[src/rtl/uart_tx_pkg.sv]
// Shared UART definitions: FSM state encodings, default parameters and helpers.
// Used by the transmitter and intended for reuse by the receive path.
package uart_tx_pkg;

    localparam int DEF_CLKS_PER_BIT = 16;
    localparam int DEF_DATA_BITS    = 8;

    typedef enum logic [2:0] {
        ST_IDLE   = 3'd0,
        ST_START  = 3'd1,
        ST_DATA   = 3'd2,
        ST_PARITY = 3'd3,
        ST_STOP   = 3'd4
    } uart_state_e;

    // Bits needed to hold values 0..value-1 (at least 1).
    function automatic int clog2(input int value);
        int w;
        w = 0;
        while ((1 << w) < value) begin
            w = w + 1;
        end
        return (w < 1) ? 1 : w;
    endfunction

    // Even-parity bit of a payload (narrower payloads are zero-extended).
    function automatic logic even_parity(input logic [8:0] data);
        return ^data;
    endfunction

endpackage

[src/rtl/uart_tx_if.sv]
// Request/status handshake between the host logic and the UART transmitter.
interface uart_tx_if
    import uart_tx_pkg::*;
#(
    parameter int DATA_BITS = DEF_DATA_BITS
) ();

    logic                 i_tx_start;
    logic [DATA_BITS-1:0] i_tx_data;
    logic                 o_tx_busy;
    logic                 o_tx_done;

    modport master (
        output i_tx_start,
        output i_tx_data,
        input  o_tx_busy,
        input  o_tx_done
    );

    modport slave (
        input  i_tx_start,
        input  i_tx_data,
        output o_tx_busy,
        output o_tx_done
    );

endinterface

[src/rtl/uart_baud_gen.sv]
// Bit-period divider: counts 0..CLKS_PER_BIT-1 and flags the last cycle of each bit.
module uart_baud_gen
    import uart_tx_pkg::*;
#(
    parameter int CLKS_PER_BIT = DEF_CLKS_PER_BIT
) (
    input  logic clk,
    input  logic rst_n,
    input  logic clear,
    output logic bit_tick
);

    localparam int               CNT_W   = clog2(CLKS_PER_BIT);
    localparam logic [CNT_W-1:0] CNT_MAX = CNT_W'(CLKS_PER_BIT - 1);

    logic [CNT_W-1:0] cnt_r;

    // Bit-period counter, held at zero while cleared.
    always_ff @(posedge clk or negedge rst_n) begin
        if (!rst_n) begin
            cnt_r <= '0;
        end else if (clear) begin
            cnt_r <= '0;
        end else if (cnt_r == CNT_MAX) begin
            cnt_r <= '0;
        end else begin
            cnt_r <= cnt_r + CNT_W'(1);
        end
    end

    assign bit_tick = (cnt_r == CNT_MAX);

endmodule

[src/rtl/uart_tx.sv]
// UART transmitter: LSB-first frame with optional even parity (UART_TX_PARITY_EN).
// A start seen while the last stop cycle ends chains the next frame with no gap.
module uart_tx
    import uart_tx_pkg::*;
#(
    parameter int CLKS_PER_BIT = DEF_CLKS_PER_BIT,
    parameter int DATA_BITS    = DEF_DATA_BITS,
    parameter int STOP_BITS    = 1
) (
    input  logic          clk,
    input  logic          rst_n,
    uart_tx_if.slave      tx_if,
    output logic          o_tx
);

    localparam int                IDX_W    = clog2(DATA_BITS);
    localparam logic [IDX_W-1:0]  IDX_LAST = IDX_W'(DATA_BITS - 1);
    localparam logic              STOP_LAST = 1'(STOP_BITS - 1);

    uart_state_e          state_r, state_nxt;
    logic [DATA_BITS-1:0] shift_r;
    logic [IDX_W-1:0]     idx_r, idx_nxt;
    logic                 stop_r, stop_nxt;
    logic                 tx_r, tx_nxt;
    logic                 busy_r, busy_nxt;
    logic                 done_r, done_nxt;
    logic                 load_s, shift_s, baud_clr_s, bit_tick_s;
`ifdef UART_TX_PARITY_EN
    logic                 parity_r;
`endif

    uart_baud_gen #(.CLKS_PER_BIT(CLKS_PER_BIT)) u_baud (
        .clk      (clk),
        .rst_n    (rst_n),
        .clear    (baud_clr_s),
        .bit_tick (bit_tick_s)
    );

    // FSM state register.
    always_ff @(posedge clk or negedge rst_n) begin
        if (!rst_n) begin
            state_r <= ST_IDLE;
        end else begin
            state_r <= state_nxt;
        end
    end

    // Next-state, next-output and datapath control decode.
    always_comb begin
        state_nxt  = state_r;
        idx_nxt    = idx_r;
        stop_nxt   = stop_r;
        tx_nxt     = tx_r;
        busy_nxt   = busy_r;
        done_nxt   = 1'b0;
        load_s     = 1'b0;
        shift_s    = 1'b0;
        baud_clr_s = 1'b0;
        case (state_r)
            ST_IDLE: begin
                baud_clr_s = 1'b1;
                if (tx_if.i_tx_start) begin
                    load_s    = 1'b1;
                    state_nxt = ST_START;
                    tx_nxt    = 1'b0;
                    busy_nxt  = 1'b1;
                end else begin
                    tx_nxt    = 1'b1;
                    busy_nxt  = 1'b0;
                end
            end
            ST_START: begin
                if (bit_tick_s) begin
                    state_nxt = ST_DATA;
                    idx_nxt   = '0;
                    tx_nxt    = shift_r[0];
                end else begin
                    state_nxt = ST_START;
                end
            end
            ST_DATA: begin
                if (bit_tick_s) begin
                    if (idx_r == IDX_LAST) begin
`ifdef UART_TX_PARITY_EN
                        state_nxt = ST_PARITY;
                        tx_nxt    = parity_r;
`else
                        state_nxt = ST_STOP;
                        tx_nxt    = 1'b1;
                        stop_nxt  = 1'b0;
`endif
                    end else begin
                        // Output the next bit while the register shifts it into place.
                        idx_nxt = idx_r + IDX_W'(1);
                        shift_s = 1'b1;
                        tx_nxt  = shift_r[1];
                    end
                end else begin
                    state_nxt = ST_DATA;
                end
            end
`ifdef UART_TX_PARITY_EN
            ST_PARITY: begin
                if (bit_tick_s) begin
                    state_nxt = ST_STOP;
                    tx_nxt    = 1'b1;
                    stop_nxt  = 1'b0;
                end else begin
                    state_nxt = ST_PARITY;
                end
            end
`endif
            ST_STOP: begin
                if (bit_tick_s) begin
                    if (stop_r == STOP_LAST) begin
                        done_nxt = 1'b1;
                        if (tx_if.i_tx_start) begin
                            load_s    = 1'b1;
                            state_nxt = ST_START;
                            tx_nxt    = 1'b0;
                            busy_nxt  = 1'b1;
                        end else begin
                            state_nxt = ST_IDLE;
                            tx_nxt    = 1'b1;
                            busy_nxt  = 1'b0;
                        end
                    end else begin
                        stop_nxt = 1'b1;
                    end
                end else begin
                    state_nxt = ST_STOP;
                end
            end
            default: begin
                state_nxt = ST_IDLE;
                tx_nxt    = 1'b1;
                busy_nxt  = 1'b0;
            end
        endcase
    end

    // Payload shift register, counters and registered line/status outputs.
    always_ff @(posedge clk or negedge rst_n) begin
        if (!rst_n) begin
            shift_r <= '0;
            idx_r   <= '0;
            stop_r  <= 1'b0;
            tx_r    <= 1'b1;
            busy_r  <= 1'b0;
            done_r  <= 1'b0;
        end else begin
            if (load_s) begin
                shift_r <= tx_if.i_tx_data;
            end else if (shift_s) begin
                shift_r <= {1'b0, shift_r[DATA_BITS-1:1]};
            end else begin
                shift_r <= shift_r;
            end
            idx_r  <= idx_nxt;
            stop_r <= stop_nxt;
            tx_r   <= tx_nxt;
            busy_r <= busy_nxt;
            done_r <= done_nxt;
        end
    end

`ifdef UART_TX_PARITY_EN
    // Parity of the accepted payload, captured alongside it.
    always_ff @(posedge clk or negedge rst_n) begin
        if (!rst_n) begin
            parity_r <= 1'b0;
        end else if (load_s) begin
            parity_r <= even_parity(9'(tx_if.i_tx_data));
        end else begin
            parity_r <= parity_r;
        end
    end
`endif

    assign o_tx            = tx_r;
    assign tx_if.o_tx_busy = busy_r;
    assign tx_if.o_tx_done = done_r;

endmodule

[src/flat_wrapper.sv]
// flat-port wrapper written by rule: the top's interface ports become plain ports
module uart_tx_flat import uart_tx_pkg::*;
#(
    parameter int CLKS_PER_BIT = DEF_CLKS_PER_BIT,
    parameter int DATA_BITS    = DEF_DATA_BITS,
    parameter int STOP_BITS    = 1
)
  (clk, rst_n, o_tx, tx_if_i_tx_start, tx_if_i_tx_data, tx_if_o_tx_busy, tx_if_o_tx_done);
  uart_tx_if #(.DATA_BITS(DATA_BITS)) tx_if_i ();
  input  logic clk;
  input  logic rst_n;
  output logic o_tx;
  input wire logic [$bits(tx_if_i.i_tx_start)-1:0] tx_if_i_tx_start;
  input wire logic [$bits(tx_if_i.i_tx_data)-1:0] tx_if_i_tx_data;
  output wire logic [$bits(tx_if_i.o_tx_busy)-1:0] tx_if_o_tx_busy;
  output wire logic [$bits(tx_if_i.o_tx_done)-1:0] tx_if_o_tx_done;
  assign tx_if_i.i_tx_start = tx_if_i_tx_start;
  assign tx_if_i.i_tx_data = tx_if_i_tx_data;
  assign tx_if_o_tx_busy = tx_if_i.o_tx_busy;
  assign tx_if_o_tx_done = tx_if_i.o_tx_done;
  uart_tx #(.CLKS_PER_BIT(CLKS_PER_BIT), .DATA_BITS(DATA_BITS), .STOP_BITS(STOP_BITS)) u_core (.clk(clk), .rst_n(rst_n), .tx_if(tx_if_i), .o_tx(o_tx));
endmodule
[config.mk]
export PLATFORM = sky130hd
export DESIGN_NAME = uart_tx_flat
export DESIGN_NICKNAME = d
export VERILOG_FILES = /design/src/rtl/uart_tx_pkg.sv /design/src/rtl/uart_tx_if.sv /design/src/rtl/uart_baud_gen.sv /design/src/rtl/uart_tx.sv /design/src/flat_wrapper.sv
export SDC_FILE = /design/constraint.sdc
export NUM_CORES = 1
export LEC_CHECK = 0
export ABC_AREA = 0
export CAP_MARGIN = 25
export CORE_MARGIN = 2
export CORE_UTILIZATION = 35
export CTS_CLUSTER_DIAMETER = 40
export DETAILED_ROUTE_END_ITERATION = 8
export GPL_ROUTABILITY_DRIVEN = 0
export GPL_TIMING_DRIVEN = 0
export HOLD_SLACK_MARGIN = 0.06
export PLACE_DENSITY = 0.62
export SKIP_CTS_REPAIR_TIMING = 1
export SLEW_MARGIN = 10
export SYNTH_ARGS = -nofsm -noshare
export SYNTH_HDL_FRONTEND = slang
export SYNTH_SLANG_ARGS = --single-unit
[constraint.sdc]
create_clock -name clk -period 3.1 [get_ports clk]
set_input_delay 0.93 -clock clk [delete_from_list [all_inputs] [get_ports clk]]
set_output_delay 0.93 -clock clk [all_outputs]
set_load 0.1 [all_outputs]
==> summary.md <==
| Metric | Value |
|---|---|
| Crit-path max cell delay | 1.12 ns |
| Placeable Area | 0.00331 mm^2 |
| Row cnt | 21 |
| Fill cells | 336 |
| Final WS setup | 0.191 ns |
| Vias per std cell | 5.64 |
| CP Capture Type | output pin |
| Starting Density | 36.0% |
| GR Overflow Total | 0 |
| Final setup vio count | 0 |
| Min Tclk post-route | 2.91 ns |
| Primary FF master, synth | dfrtp_1 |
| First-pass DRT Iterations | 4 |
| Max Used Layer | met4 |
| Clk_lat worst skew | 0.31 ns |
| CP top delay family | buffers and inverters |
| Post-Syn Area per Cell | 10.4 um^2 |
| Unique masters post-synth | 45 |
| CTS tree | done |
| Met3 Routed Length | 81 um |
| Clock sinks | 21 |
| WP buf/inv | 1 |
| Peak fanout along the critical path | 2 |
| Ranking of synthesized cells by area | dfrtp_1 42%, o211ai_1 5.7%, o2111ai_1 4.4%, nand3_1 3.4%, ha_1 3.2% |
| DRT met1 WL | 1.29 mm |
| Antenna Diode Count | 0 |
| Worst Setup SP | u_core.o_tx |
| Dpl ws | 0.539 ns |
| Die area | 0.00389 mm^2 |
| Cells on worst reg2reg path | 6 |
| Maximum clock rate | 344 MHz |
| Worst EP arrival | 1.98 ns |
| Leakage | 0.549 nW |
| Initial DRC Count | 90 |
| Gr usage total | 15.7% |
| # H-tree levels | 1 |
| Layout area overhead | 19.2% |
| Final Cycle Share | 93.8% |
| MaxCap Viol Count | 0 |
| Async SR Flop Fraction | 100% |
| Pin count of the biggest net entering global routing | 22 |
| Cells along the critical path | clkdlybuf4s50_1 |
| I/O Buffers | 13 |
| Register area share after synthesis | 44.2% |
| DRT antenna net count | 0 |
| RSZ-0062 raised after global routing | no |
| Worst setup endpoint | o_tx |
| Top-count cell post-synth | dfrtp_1 |
| Clk root buf | clkbuf_4 |
| Final hold vios | 0 |
| Synth area leader | dfrtp_1 |
| Post-synth EDFFs | 0 |
| Top post-synthesis cells by count | 20 x dfrtp_1, 9 x o211ai_1, 8 x nand3_1, 7 x o21ai_1, 6 x o2111ai_1 |
| Synth Net Count | 128 |
| DRT Wirelength | 2.75 mm |
| Peak VDD IR | 0.000183 V |
| Mapped Area | 0.00119 mm^2 |
| Slowest CP cell | clkdlybuf4s50_1 |
| PD cells | 737 mW/mm^2 |
| DRC Markers | 0 |
| First-pass GRT wire length | 4.89 mm |
| Die Y | 62.3 um |
| FF-to-FF End | u_core.shift_r[1] |
| Synth Register Bits | 21 |
| Post-DP HPWL | 1.90 mm |
| CTS buffer count | 3 |
| Critical path class | reg -> out |
| Crit start category | register |
| Worst R2R Start | u_core.idx_r[0] |
| Initial antenna violation count | 0 |
| Drt wl/cell | 15.4 um |
| Required time of the critical path | 2.17 ns |
| Routed via count | 1004 |
| Clock skew | 0.00449 ns |
| Worst-path clk slew | 0.12 ns |
| Hold Crit Class | reg -> reg |
| Synth Instances | 114 |
| Number of global-route vias before repair | 1055 |
| Flop2flop setup slack | 1.22 ns |
| Stages on the worst setup path | 1 |
| Tightest Pin Transition | 0.963 ns |
| Slew HR | 35.6% |
| Met2 Routed Length | 1.32 mm |
| Setup TNS | 0 ns |
| Outcome | complete, no violations |
| Top cell type's share of synthesized area | 42.0% |
| Slew Limit Fails | 0 |
| CTS Buffer Depth | 2 |
| Synth warnings | 0 |
| Fraction of layout cells with a size suffix above 1 | 13.6% |
| Layout Nets | 147 |
| Io pins | 14 |
| Die X | 62.3 um |
-- cells in the final DEF, fill, tap and decap left out, types with 2 or more instances in the layout --
cell / n
a22o_1: 2
nor2_1: 3
clkdlybuf4s50_1: 13
ha_1: 3
o211ai_1: 9
clkbuf_1: 4
nor3b_1: 2
o21ai_1: 7
nor3_1: 3
o2111ai_1: 6
clkbuf_4: 3
inv_1: 3
buf_4: 2
nor2b_1: 4
nand3_1: 8
buf_2: 3
and3_1: 2
buf_6: 2
a21oi_1: 4
nand4_1: 2
dfrtp_1: 20
-- layout make-up --
cell class              count  area (um^2)  share of cell area, %
repair buffers             14          145                   10.2
multi-input cells          79          584                   41.1
clock buffers               4         26.3                   1.85
flip-flops and latches     21          527                   37.1
inverters                   3         11.3                  0.793
plain buffers              11         68.8                   4.85
well taps                  46         57.6                   4.05
-- kinds of logic after synthesis --
logic type	share of synthesized area, %
buffers and inverters	6.72
XOR/XNOR	1.47
adder cells (fa/ha/maj)	3.15
multiplexers	1.79
flip-flops	44.2
AO/OA/AOI/OAI	25.0
AND/OR/NAND/NOR	17.6
-- through the flow --
stage          power [mW]  area [um^2]  cells  hold slack [ns]  utilization, %
5_1_grt              1.12         1420    178            0.553            42.9
6_report             1.05         1420    178            0.522            42.9
3_3_place_gp        0.902         1380    173            0.490            41.6
3_5_place_dp        0.914         1380    173            0.502            41.6
2_1_floorplan       0.800         1190    114            0.466               -
4_1_cts              1.05         1410    177            0.525            42.4
-- where the power goes --
part / internal, mW / total (mW) / switching, mW
logic: 0.190 / 0.467 / 0.277
clock network: 0.0502 / 0.134 / 0.0843
registers: 0.378 / 0.445 / 0.0671
-- state kept, by name (all words and copies together) (netlist names) --
name	flops
u_core.tx_if.o_tx_done	1
u_core.u_baud.cnt_r	4
u_core.o_tx	1
u_core.tx_if.o_tx_busy	1
u_core.shift_r	8
u_core.state_r	3
u_core.idx_r	3
-- metal layers --
layer	vias to the layer above	track usage, %
met1	487	20.0
met4	0	7.78
met5	-	0
met3	5	1.81
li1	484	-
met2	28	26.6
-- how the worst min path moves through the flow --
| stage | startpoint | slack (ns) | cells after the start | endpoint |
|---|---|---|---|---|
| after global placement | u_core.idx_r[1] | 0.49 | 1 | u_core.idx_r[1] |
| after CTS | u_core.u_baud.cnt_r[0] | 0.52 | 1 | u_core.u_baud.cnt_r[0] |
| after floorplan | u_core.u_baud.cnt_r[0] | 0.47 | 1 | u_core.u_baud.cnt_r[0] |
| after global routing | u_core.u_baud.cnt_r[0] | 0.55 | 1 | u_core.u_baud.cnt_r[0] |
| final | u_core.idx_r[2] | 0.52 | 1 | u_core.idx_r[2] |
| after detailed placement | u_core.idx_r[1] | 0.50 | 1 | u_core.idx_r[1] |
Power figures use the tool's default switching activity.
